<file path="config.mk">
export PLATFORM = sky130hd
export DESIGN_NAME = mem_io_ctrl_flat
export DESIGN_NICKNAME = d
export VERILOG_FILES = /design/src/rtl/mem_io_ctrl_if.sv /design/src/rtl/mem_io_ctrl.sv /design/src/flat_wrapper.sv
export SDC_FILE = /design/constraint.sdc
export NUM_CORES = 1
export LEC_CHECK = 0
export BUFFER_PORTS_ARGS = -buffer_cell sky130_fd_sc_hd__buf_2
export CORE_ASPECT_RATIO = 0.9
export CORE_MARGIN = 1
export CORE_UTILIZATION = 47
export CTS_BUF_LIST = sky130_fd_sc_hd__clkbuf_4
export CTS_CLUSTER_SIZE = 25
export DETAILED_ROUTE_END_ITERATION = 8
export PLACE_DENSITY_LB_ADDON = 0.08
export SETUP_SLACK_MARGIN = 0.05
export SLEW_MARGIN = 30
export SYNTH_ARGS = -nofsm -noshare
export SYNTH_HDL_FRONTEND = slang
export SYNTH_SLANG_ARGS = --single-unit
</file>
<file path="constraint.sdc">
create_clock -name clk -period 1.9 [get_ports clk]
set_input_delay 0.19 -clock clk [delete_from_list [all_inputs] [get_ports clk]]
set_output_delay 0.19 -clock clk [all_outputs]
set_load 0.01 [all_outputs]
</file>
<file path="src/rtl/mem_io_ctrl_if.sv">
// CPU-side command/response bus of the memory/IO controller.
interface mem_io_ctrl_if #(
    parameter int DW = 16
);
    logic [1:0]    mem_cmd;
    logic [8:0]    mem_addr;
    logic [DW-1:0] write_data;
    logic [DW-1:0] read_data;
    logic          ready;

    modport master (
        output mem_cmd, mem_addr, write_data,
        input  read_data, ready
    );

    modport slave (
        input  mem_cmd, mem_addr, write_data,
        output read_data, ready
    );
endinterface

</file>
<file path="src/rtl/mem_io_ctrl.sv">
// Memory/IO controller: RAM window, LED register and switch port on a 9-bit word bus.
// Defining HEX_REG_EN adds the hex display register at 0x180 and the hex_val port.
module mem_io_ctrl #(
    parameter int DW     = 16,
    parameter int RAM_AW = 8
) (
    input  logic              clk,
    input  logic              reset,
    mem_io_ctrl_if.slave      cpu,
    output logic [RAM_AW-1:0] ram_addr,
    output logic              ram_write,
    output logic [DW-1:0]     ram_din,
    input  logic [DW-1:0]     ram_dout,
    input  logic [9:0]        sw,
    output logic [7:0]        ledr
`ifdef HEX_REG_EN
    ,
    output logic [DW-1:0]     hex_val
`endif
);
    typedef enum logic [1:0] {
        IDLE    = 2'd0,
        RD_WAIT = 2'd1,
        DONE    = 2'd2
    } state_t;

    state_t state, state_n;

    logic          cmd_rd, cmd_wr;
    logic          hit_ram, hit_led, hit_sw;
    logic [9:0]    sw_s1, sw_s2;
    logic [DW-1:0] rd_q, rd_d, io_rd;
    logic          rd_ld, rdy_q, rdy_d, led_ld;
`ifdef HEX_REG_EN
    logic          hit_hex, hex_ld;
`endif

    assign cmd_rd  = cpu.mem_cmd == 2'b01;
    assign cmd_wr  = cpu.mem_cmd == 2'b10;
    assign hit_ram = (cpu.mem_addr >> RAM_AW) == '0;
    assign hit_led = cpu.mem_addr == 9'h100;
    assign hit_sw  = cpu.mem_addr == 9'h140;
`ifdef HEX_REG_EN
    assign hit_hex = cpu.mem_addr == 9'h180;
`endif

    assign ram_addr      = cpu.mem_addr[RAM_AW-1:0];
    assign ram_din       = cpu.write_data;
    assign cpu.read_data = rd_q;
    assign cpu.ready     = rdy_q;

    // Non-RAM read sources; anything not decoded reads as zero.
    always_comb begin
        io_rd = '0;
        unique case (1'b1)
            hit_sw:  io_rd = DW'(sw_s2);
`ifdef HEX_REG_EN
            hit_hex: io_rd = hex_val;
`endif
            default: io_rd = '0;
        endcase
    end

    always_ff @(posedge clk or negedge reset) begin
        if (!reset) state <= IDLE;
        else        state <= state_n;
    end

    always_comb begin
        state_n = state;
        unique case (state)
            IDLE: begin
                if (cmd_rd && hit_ram)  state_n = RD_WAIT;
                else if (cmd_rd || cmd_wr) state_n = DONE;
            end
            RD_WAIT: state_n = DONE;
            DONE: begin
                if (!cmd_rd && !cmd_wr) state_n = IDLE;
            end
            default: state_n = IDLE;
        endcase
    end

    always_comb begin
        ram_write = 1'b0;
        rdy_d     = 1'b0;
        rd_ld     = 1'b0;
        rd_d      = '0;
        led_ld    = 1'b0;
`ifdef HEX_REG_EN
        hex_ld    = 1'b0;
`endif
        unique case (state)
            IDLE: begin
                ram_write = reset && cmd_wr && hit_ram;
                if (cmd_rd && !hit_ram) begin
                    rd_ld = 1'b1;
                    rd_d  = io_rd;
                    rdy_d = 1'b1;
                end
                if (cmd_wr) begin
                    rdy_d  = 1'b1;
                    led_ld = hit_led;
`ifdef HEX_REG_EN
                    hex_ld = hit_hex;
`endif
                end
            end
            // RAM data for the address sampled in IDLE is valid now.
            RD_WAIT: begin
                rd_ld = 1'b1;
                rd_d  = ram_dout;
                rdy_d = 1'b1;
            end
            default: ;
        endcase
    end

    always_ff @(posedge clk or negedge reset) begin
        if (!reset) begin
            rd_q  <= '0;
            rdy_q <= 1'b0;
            ledr  <= '0;
            sw_s1 <= '0;
            sw_s2 <= '0;
        end else begin
            sw_s1 <= sw;
            sw_s2 <= sw_s1;
            rdy_q <= rdy_d;
            if (rd_ld)  rd_q <= rd_d;
            if (led_ld) ledr <= cpu.write_data[7:0];
        end
    end

`ifdef HEX_REG_EN
    always_ff @(posedge clk or negedge reset) begin
        if (!reset)      hex_val <= '0;
        else if (hex_ld) hex_val <= cpu.write_data;
    end
`endif
endmodule

</file>
<file path="src/flat_wrapper.sv">
// flat-port wrapper written by rule: the top's interface ports become plain ports
module mem_io_ctrl_flat 
#(
    parameter int DW     = 16,
    parameter int RAM_AW = 8
)
  (clk, reset, ram_addr, ram_write, ram_din, ram_dout, sw, ledr, cpu_mem_cmd, cpu_mem_addr, cpu_write_data, cpu_read_data, cpu_ready);
  mem_io_ctrl_if #(.DW(DW)) cpu_i ();
  input  logic clk;
  input  logic reset;
  output logic [RAM_AW-1:0] ram_addr;
  output logic ram_write;
  output logic [DW-1:0] ram_din;
  input  logic [DW-1:0] ram_dout;
  input  logic [9:0] sw;
  output logic [7:0] ledr;
  input wire logic [$bits(cpu_i.mem_cmd)-1:0] cpu_mem_cmd;
  input wire logic [$bits(cpu_i.mem_addr)-1:0] cpu_mem_addr;
  input wire logic [$bits(cpu_i.write_data)-1:0] cpu_write_data;
  output wire logic [$bits(cpu_i.read_data)-1:0] cpu_read_data;
  output wire logic [$bits(cpu_i.ready)-1:0] cpu_ready;
  assign cpu_i.mem_cmd = cpu_mem_cmd;
  assign cpu_i.mem_addr = cpu_mem_addr;
  assign cpu_i.write_data = cpu_write_data;
  assign cpu_read_data = cpu_i.read_data;
  assign cpu_ready = cpu_i.ready;
  mem_io_ctrl #(.DW(DW), .RAM_AW(RAM_AW)) u_core (.clk(clk), .reset(reset), .cpu(cpu_i), .ram_addr(ram_addr), .ram_write(ram_write), .ram_din(ram_din), .ram_dout(ram_dout), .sw(sw), .ledr(ledr));
endmodule
</file>
==> summary.md, run 1 <==
| Metric | Value |
|---|---|
| Setup tns final | `0 ns` |
| Yosys cell types | `27` |
| Post-Place Cell Area | `2399 um2` |
| Seq/Total Area, Yosys | `56.22%` |
| Cells after Synth | `157` |
| Max_cap viols | `0` |
| Hold/Removal Path Class | `primary input to flip-flop` |
| Root Buffer | `clkbuf_4` |
| Final Skew | `0.009969 ns` |
| Max-Slew Margin vs Limit | `61.65%` |
| DR iter-0 viols | `85` |
| Worst Path Max Fanout | `9` |
| Post-CTS sizing | `0` |
| RSZ-0062 raised after global routing | `false` |
| Post-Synthesis Net Count | `214` |
| CTS H-tree lvls | `2` |
| Slowest CP cell | `dfrtp_1` |
| GRT Total Usage | `19.52%` |
| Final setup vio count | `0` |
| Main synth FF type | `dfrtp_1` |
| PortBufs | `88` |
| Syn-to-layout area delta | `22.67%` |
| Final Max Tran Viols | `0` |
| Antenna cells | `0` |
| Period minus WS final | `1.513 ns` |
| LEAKAGE | `1.347 nW` |
| CTS Buf Count | `5` |
| R2R Setup Slk | `0.39 ns` |
| Placer Congestion | `0.7094` |
| Post-route cell area | `2566 um2` |
| Initial antenna violation count | `0` |
| Global-route wire length before repair | `6817 um` |
| Post-synthesis cell area | `2092 um2` |
| First-pass detailed-route iteration total | `4` |
| # hold bufs at CTS | `11` |
| Stages on the worst setup path | `3` |
| Vias in the first global route | `1498` |
| Slowest cell delay on critical path | `0.51 ns` |
| Hold Path End | `u_core.cpu.read_data[11]` |
| CORE AREA | `4184 um2` |
| Site Rows | `22` |
| # DRC | `0` |
| Yosys warns | `0` |
| Worst r2r src | `u_core.state[1]` |
| Initial core utilization | `50.00%` |
| Peak VDD IR | `0.4914 mV` |
| Status | `complete, no violations` |
| DR vias | `1429` |
| Later-pin clock latency in the skew report | `0.36 ns` |
| Grt met3 use | `4.448%` |
| Post-synth EDFFs | `0` |
| Post-synth ARST share | `100.0%` |
| Pwr/cell area | `826.7 nW/um2` |
| Period utilisation layout | `79.64%` |
| Hold path depth | `2` |
| Post-CTS setup buffers | `0` |
| Worst setup EP type | `flip-flop` |
| Hpwl dp | `3150 um` |
| Avg WL per Cell | `14.34 um` |
| Max Root-Sink Buffers | `2` |
| Synth Register Bits | `47` |
| Worst-margin pin slew | `0.5752 ns` |
| Share of cells above drive strength 1 | `51.27%` |
| Worst path required time | `2.16 ns` |
| Via density | `4.828` |
| Largest net degree at the start of global routing | `48` |
| Worst Path Buf+Inv | `0` |
| Met1 Use GR | `21.65%` |
| Sequence of cells on the critical path | `nor4b_4, nand3_4, mux2_4` |
| GRT met2 Usage | `35.51%` |
| Grt peak-use layer | `met2` |
| Startpoint Class | `flip-flop` |
| Clock-pin transition on the worst setup and hold timing paths | `0.13 ns` |
| R2r worst-path depth | `3` |
| CP arrival | `1.77 ns` |
| Final-report hold violation count | `0` |
| Avg Inst Size Synth | `13.32 um2` |
| # IOs | `105` |
| ANT nets after route | `0` |
| Overflow after GRT | `0` |
| Reg2reg end | `u_core.ledr[3]` |
| Die X-Extent | `72.33 um` |
| CTS sink count | `47` |
| F_max | `660.9 MHz` |
| Hold path startpoint | `ram_dout[11]` |
| Final nets | `292` |
| Worst Setup SP | `u_core.state[1]` |
| CP Class | `flip-flop to flip-flop` |
| Family with the most delay on the worst path | `simple AND/OR/NAND/NOR gates` |
| Die Area | `4722 um2` |
| CTS tree | `done` |
| Post-Route WL | `4245 um` |
| Chip Height | `65.30 um` |
==> layer usage <==
layer / routed length [um] / vias up
met2: 2312 / 48
met4: 66 / 0
met1: 1656 / 696
li1: - / 674
met3: 209 / 11
met5: 0 / -
==> cells in the final DEF (no fill, tap or decap), types with 2 or more instances in the layout <==
master         instances
a221oi_2               9
a22o_1                 6
buf_2                 88
buf_4                  4
clkbuf_4               6
dfrtp_1               47
dlygate4sd3_1         11
ha_1                   2
inv_1                 13
mux2_4                 8
nand2b_1               2
nand4_1               10
nor2_1                13
nor4b_4                2
==> worst register-to-register path, cell delays in order, from the launching register on <==
cell	delay [ns]
dfrtp_1	0.51
nor4b_4	0.34
nand3_4	0.21
mux2_4	0.36
==> cells in the mapped netlist, types with 2 or more instances <==
| library cell | count | area [um2] |
|---|---|---|
| dfrtp_1 | 47 | 1176 |
| buf_4 | 27 | 202.7 |
| inv_1 | 13 | 48.80 |
| nor2_1 | 13 | 48.80 |
| nand4_1 | 10 | 62.56 |
| a221oi_2 | 9 | 135.1 |
| mux2_4 | 8 | 120.1 |
| a22o_1 | 6 | 52.55 |
| buf_2 | 2 | 10.01 |
| buf_6 | 2 | 22.52 |
| ha_1 | 2 | 25.02 |
| nand2b_1 | 2 | 12.51 |
| nor4b_4 | 2 | 47.55 |
==> report_power, final <==
group	total [mW]	switching (mW)	internal [mW]
clock	0.465	0.307	0.158
sequential	1.19	0.0673	1.12
combinational	0.471	0.231	0.240
total	2.12	0.605	1.52
==> cell type report <==
class,count,area (um2)
Fill cell,382,1618
Timing Repair Buffer,103,580.6
Sequential cell,47,1176
Tap cell,60,75.07
Inverter,13,48.80
Clock buffer,6,45.04
Clock inverter,2,12.51
Multi-Input combinational cell,65,628.1
==> through the flow <==
stage	hold WS (ns)	util (%)	power, mW	cells	worst slack [ns]
2_1_floorplan	-0.1056	-	1.484	157	0.5003
3_3_place_gp	0.2973	57.33	1.645	277	0.4536
3_5_place_dp	0.2993	57.33	1.667	277	0.3961
4_1_cts	0.03940	61.33	2.146	296	0.3698
5_1_grt	0.02457	61.33	2.238	296	0.3157
6_report	0.04480	61.33	2.122	296	0.3868
==> flip-flops by register name, indices dropped and copies added (netlist names) <==
name and count:
u_core.cpu.read_data 16, u_core.sw_s1 10, u_core.sw_s2 10, u_core.ledr 8, u_core.state 2, u_core.cpu.ready 1
==> logic make-up after synthesis <==
logic type,after synthesis,synth area share [%]
adder cells (fa/ha/maj),2,1.196
buffers and inverters,45,13.76
AND/OR/NAND/NOR,36,12.50
flip-flops,47,56.22
multiplexers,9,6.220
AO/OA/AOI/OAI,18,10.11
==> worst max path at each step <==
stage	end	slack (ns)
after floorplan	u_core.ledr[0]	0.50
after CTS	u_core.ledr[5]	0.37
after global routing	ram_write	0.32
final	u_core.ledr[3]	0.39
after global placement	u_core.ledr[2]	0.45
after detailed placement	u_core.ledr[3]	0.40
No activity file was read; power rests on OpenSTA's default activity.
==> run 2: changes to the inputs <==
==> constraint.sdc (replaced) <==
create_clock -name clk -period 1.6 [get_ports clk]
set_input_delay 0.16 -clock clk [delete_from_list [all_inputs] [get_ports clk]]
set_output_delay 0.16 -clock clk [all_outputs]
set_load 0.01 [all_outputs]
==> run 2 against run 1 <==
Net effect: worst setup slack lost 0.30 ns; global-route usage shrank 0.41 points; clock power up 51%; first-iteration DRC count shrank 55%; largest cell class unchanged; wire length about the same; sequential share of layout area is 1.6 points lower.
==> summary.md, run 2 (same netlist as run 1, synthesis figures left out) <==
| Metric | Value |
|---|---|
| Status | `complete, no violations` |
| Later-pin clock latency in the skew report | `0.36 ns` |
| Slowest cell delay on critical path | `0.41 ns` |
| PortBufs | `88` |
| Initial core utilization | `50.00%` |
| Startpoint Class | `flip-flop` |
| Hpwl dp | `3044 um` |
| Slowest CP cell | `dfrtp_1` |
| Antenna cells | `0` |
| Die X-Extent | `72.33 um` |
| Overflow after GRT | `0` |
| Peak VDD IR | `0.6503 mV` |
| Final Skew | `0.006938 ns` |
| CP arrival | `1.76 ns` |
| First-pass detailed-route iteration total | `4` |
| CP Class | `flip-flop to flip-flop` |
| DR vias | `1450` |
| Final nets | `300` |
| Max Root-Sink Buffers | `2` |
| Final cell count without fillers | `304` |
| Avg WL per Cell | `13.95 um` |
| Hold/Removal Path Class | `primary input to flip-flop` |
| Post-Place Cell Area | `2429 um2` |
| Vias in the first global route | `1497` |
| # IOs | `105` |
| Share of cells above drive strength 1 | `52.87%` |
| Placed instance count | `281` |
| Syn-to-layout area delta | `27.15%` |
| Worst setup margin | `0.08953 ns` |
| Total power | `2.690 mW` |
| Clock-pin transition on the worst setup and hold timing paths | `0.13 ns` |
| Final setup vio count | `0` |
| Initial antenna violation count | `0` |
| Post-route cell area | `2660 um2` |
| CTS H-tree lvls | `2` |
| F_max | `662.0 MHz` |
| Max_cap viols | `0` |
| Root Buffer | `clkbuf_4` |
| CORE AREA | `4184 um2` |
| Hold WS | `0.02106 ns` |
| Period minus WS final | `1.510 ns` |
| Site Rows | `22` |
| Max reg flops | `16` |
| Worst-margin pin slew | `0.5718 ns` |
| Chip Height | `65.30 um` |
| Global-route wire length before repair | `6699 um` |
| Worst path required time | `1.85 ns` |
| CTS sink count | `47` |
| Via density | `4.770` |
| DR iter-0 viols | `38` |
| CTS Buf Count | `5` |
| Final Max Tran Viols | `0` |
| LEAKAGE | `1.397 nW` |
| Place WS | `0.1492 ns` |
| Period utilisation layout | `94.40%` |
| GRT Total Usage | `19.11%` |
| Final Util | `63.58%` |
| Setup tns final | `0 ns` |
| Pwr/cell area | `1011 nW/um2` |
| Filler cell count | `366` |
| CTS tree | `done` |
| Post-Route WL | `4241 um` |
| Sequence of cells on the critical path | `buf_4, nor4b_4, nand3_4, mux2_4` |
| # DRC | `0` |
| Most frequent cells in the layout | `buf_2 (88), dfrtp_1 (46), inv_1 (13), nor2_1 (13), dlygate4sd3_1 (12)` |
| Worst setup EP type | `flip-flop` |
| RSZ-0062 raised after global routing | `true` |
| Placer Congestion | `0.7446` |
| ANT nets after route | `0` |
| Die Area | `4722 um2` |
| Worst Path Max Fanout | `8` |
| Final-report hold violation count | `0` |
| Max-Slew Margin vs Limit | `61.88%` |
| Largest net degree at the start of global routing | `48` |
| Commonest non-fill, non-tap cell in the layout | `buf_2` |
-- run 2: timing repair --
| action | 4_1_cts | 5_1_grt |
|---|---|---|
| setup buffers | 2 | 1 |
| gates resized for setup | 1 | 2 |
| hold buffers | 11 | 1 |
| endpoints found under the setup margin | 1 | 9 |
| pin swaps | 0 | 1 |
| endpoints found under the hold margin | 57 | 1 |
-- run 2: report_power, final --
| group | internal, mW | switching [mW] | total (mW) |
|---|---|---|---|
| logic | 0.303 | 0.287 | 0.590 |
| registers | 1.33 | 0.0694 | 1.40 |
| clock network | 0.330 | 0.373 | 0.703 |
| total | 1.96 | 0.730 | 2.69 |
-- run 2: worst paths after layout --
kind                                 start  slack, ns  cells past startpoint                       end
max reg2reg                u_core.state[1]       0.09                      4            u_core.ledr[0]
max                        u_core.state[1]       0.09                      4            u_core.ledr[0]
min in group asynchronous            reset       0.42                      3   u_core.cpu.read_data[6]
max in group asynchronous            reset       0.77                      3           u_core.state[0]
min reg2reg                u_core.sw_s1[0]       0.36                      0           u_core.sw_s2[0]
min                           ram_dout[11]       0.02                      2  u_core.cpu.read_data[11]
-- run 2: layout make-up --
type                    count  area (um2)  share of cell area, %
flip-flops and latches     47        1177                  44.26
repair buffers            111       650.6                  24.46
multi-input cells          65       628.1                  23.61
clock buffers               5       37.54                  1.411
well taps                  60       75.07                  2.822
inverters                  13       48.80                  1.834
clock inverters             3       42.54                  1.599
-- run 2: metal layers --
metal | GRT usage (%) | share of wire, % | up-vias
met1 | 21.80 | 41 | 696
li1 | - | - | 689
met3 | 3.681 | 4.7 | 10
met2 | 34.11 | 53 | 55
met4 | 9.559 | 1.6 | 0
met5 | 0 | 0 | -
-- run 2: worst max-delay path: cells and delay by family (launching register included) --
family                 cells  cell delay [ns]
AND/OR/NAND/NOR            2             0.51
multiplexers               1             0.35
buffers and inverters      1             0.14
flip-flops                 1             0.41
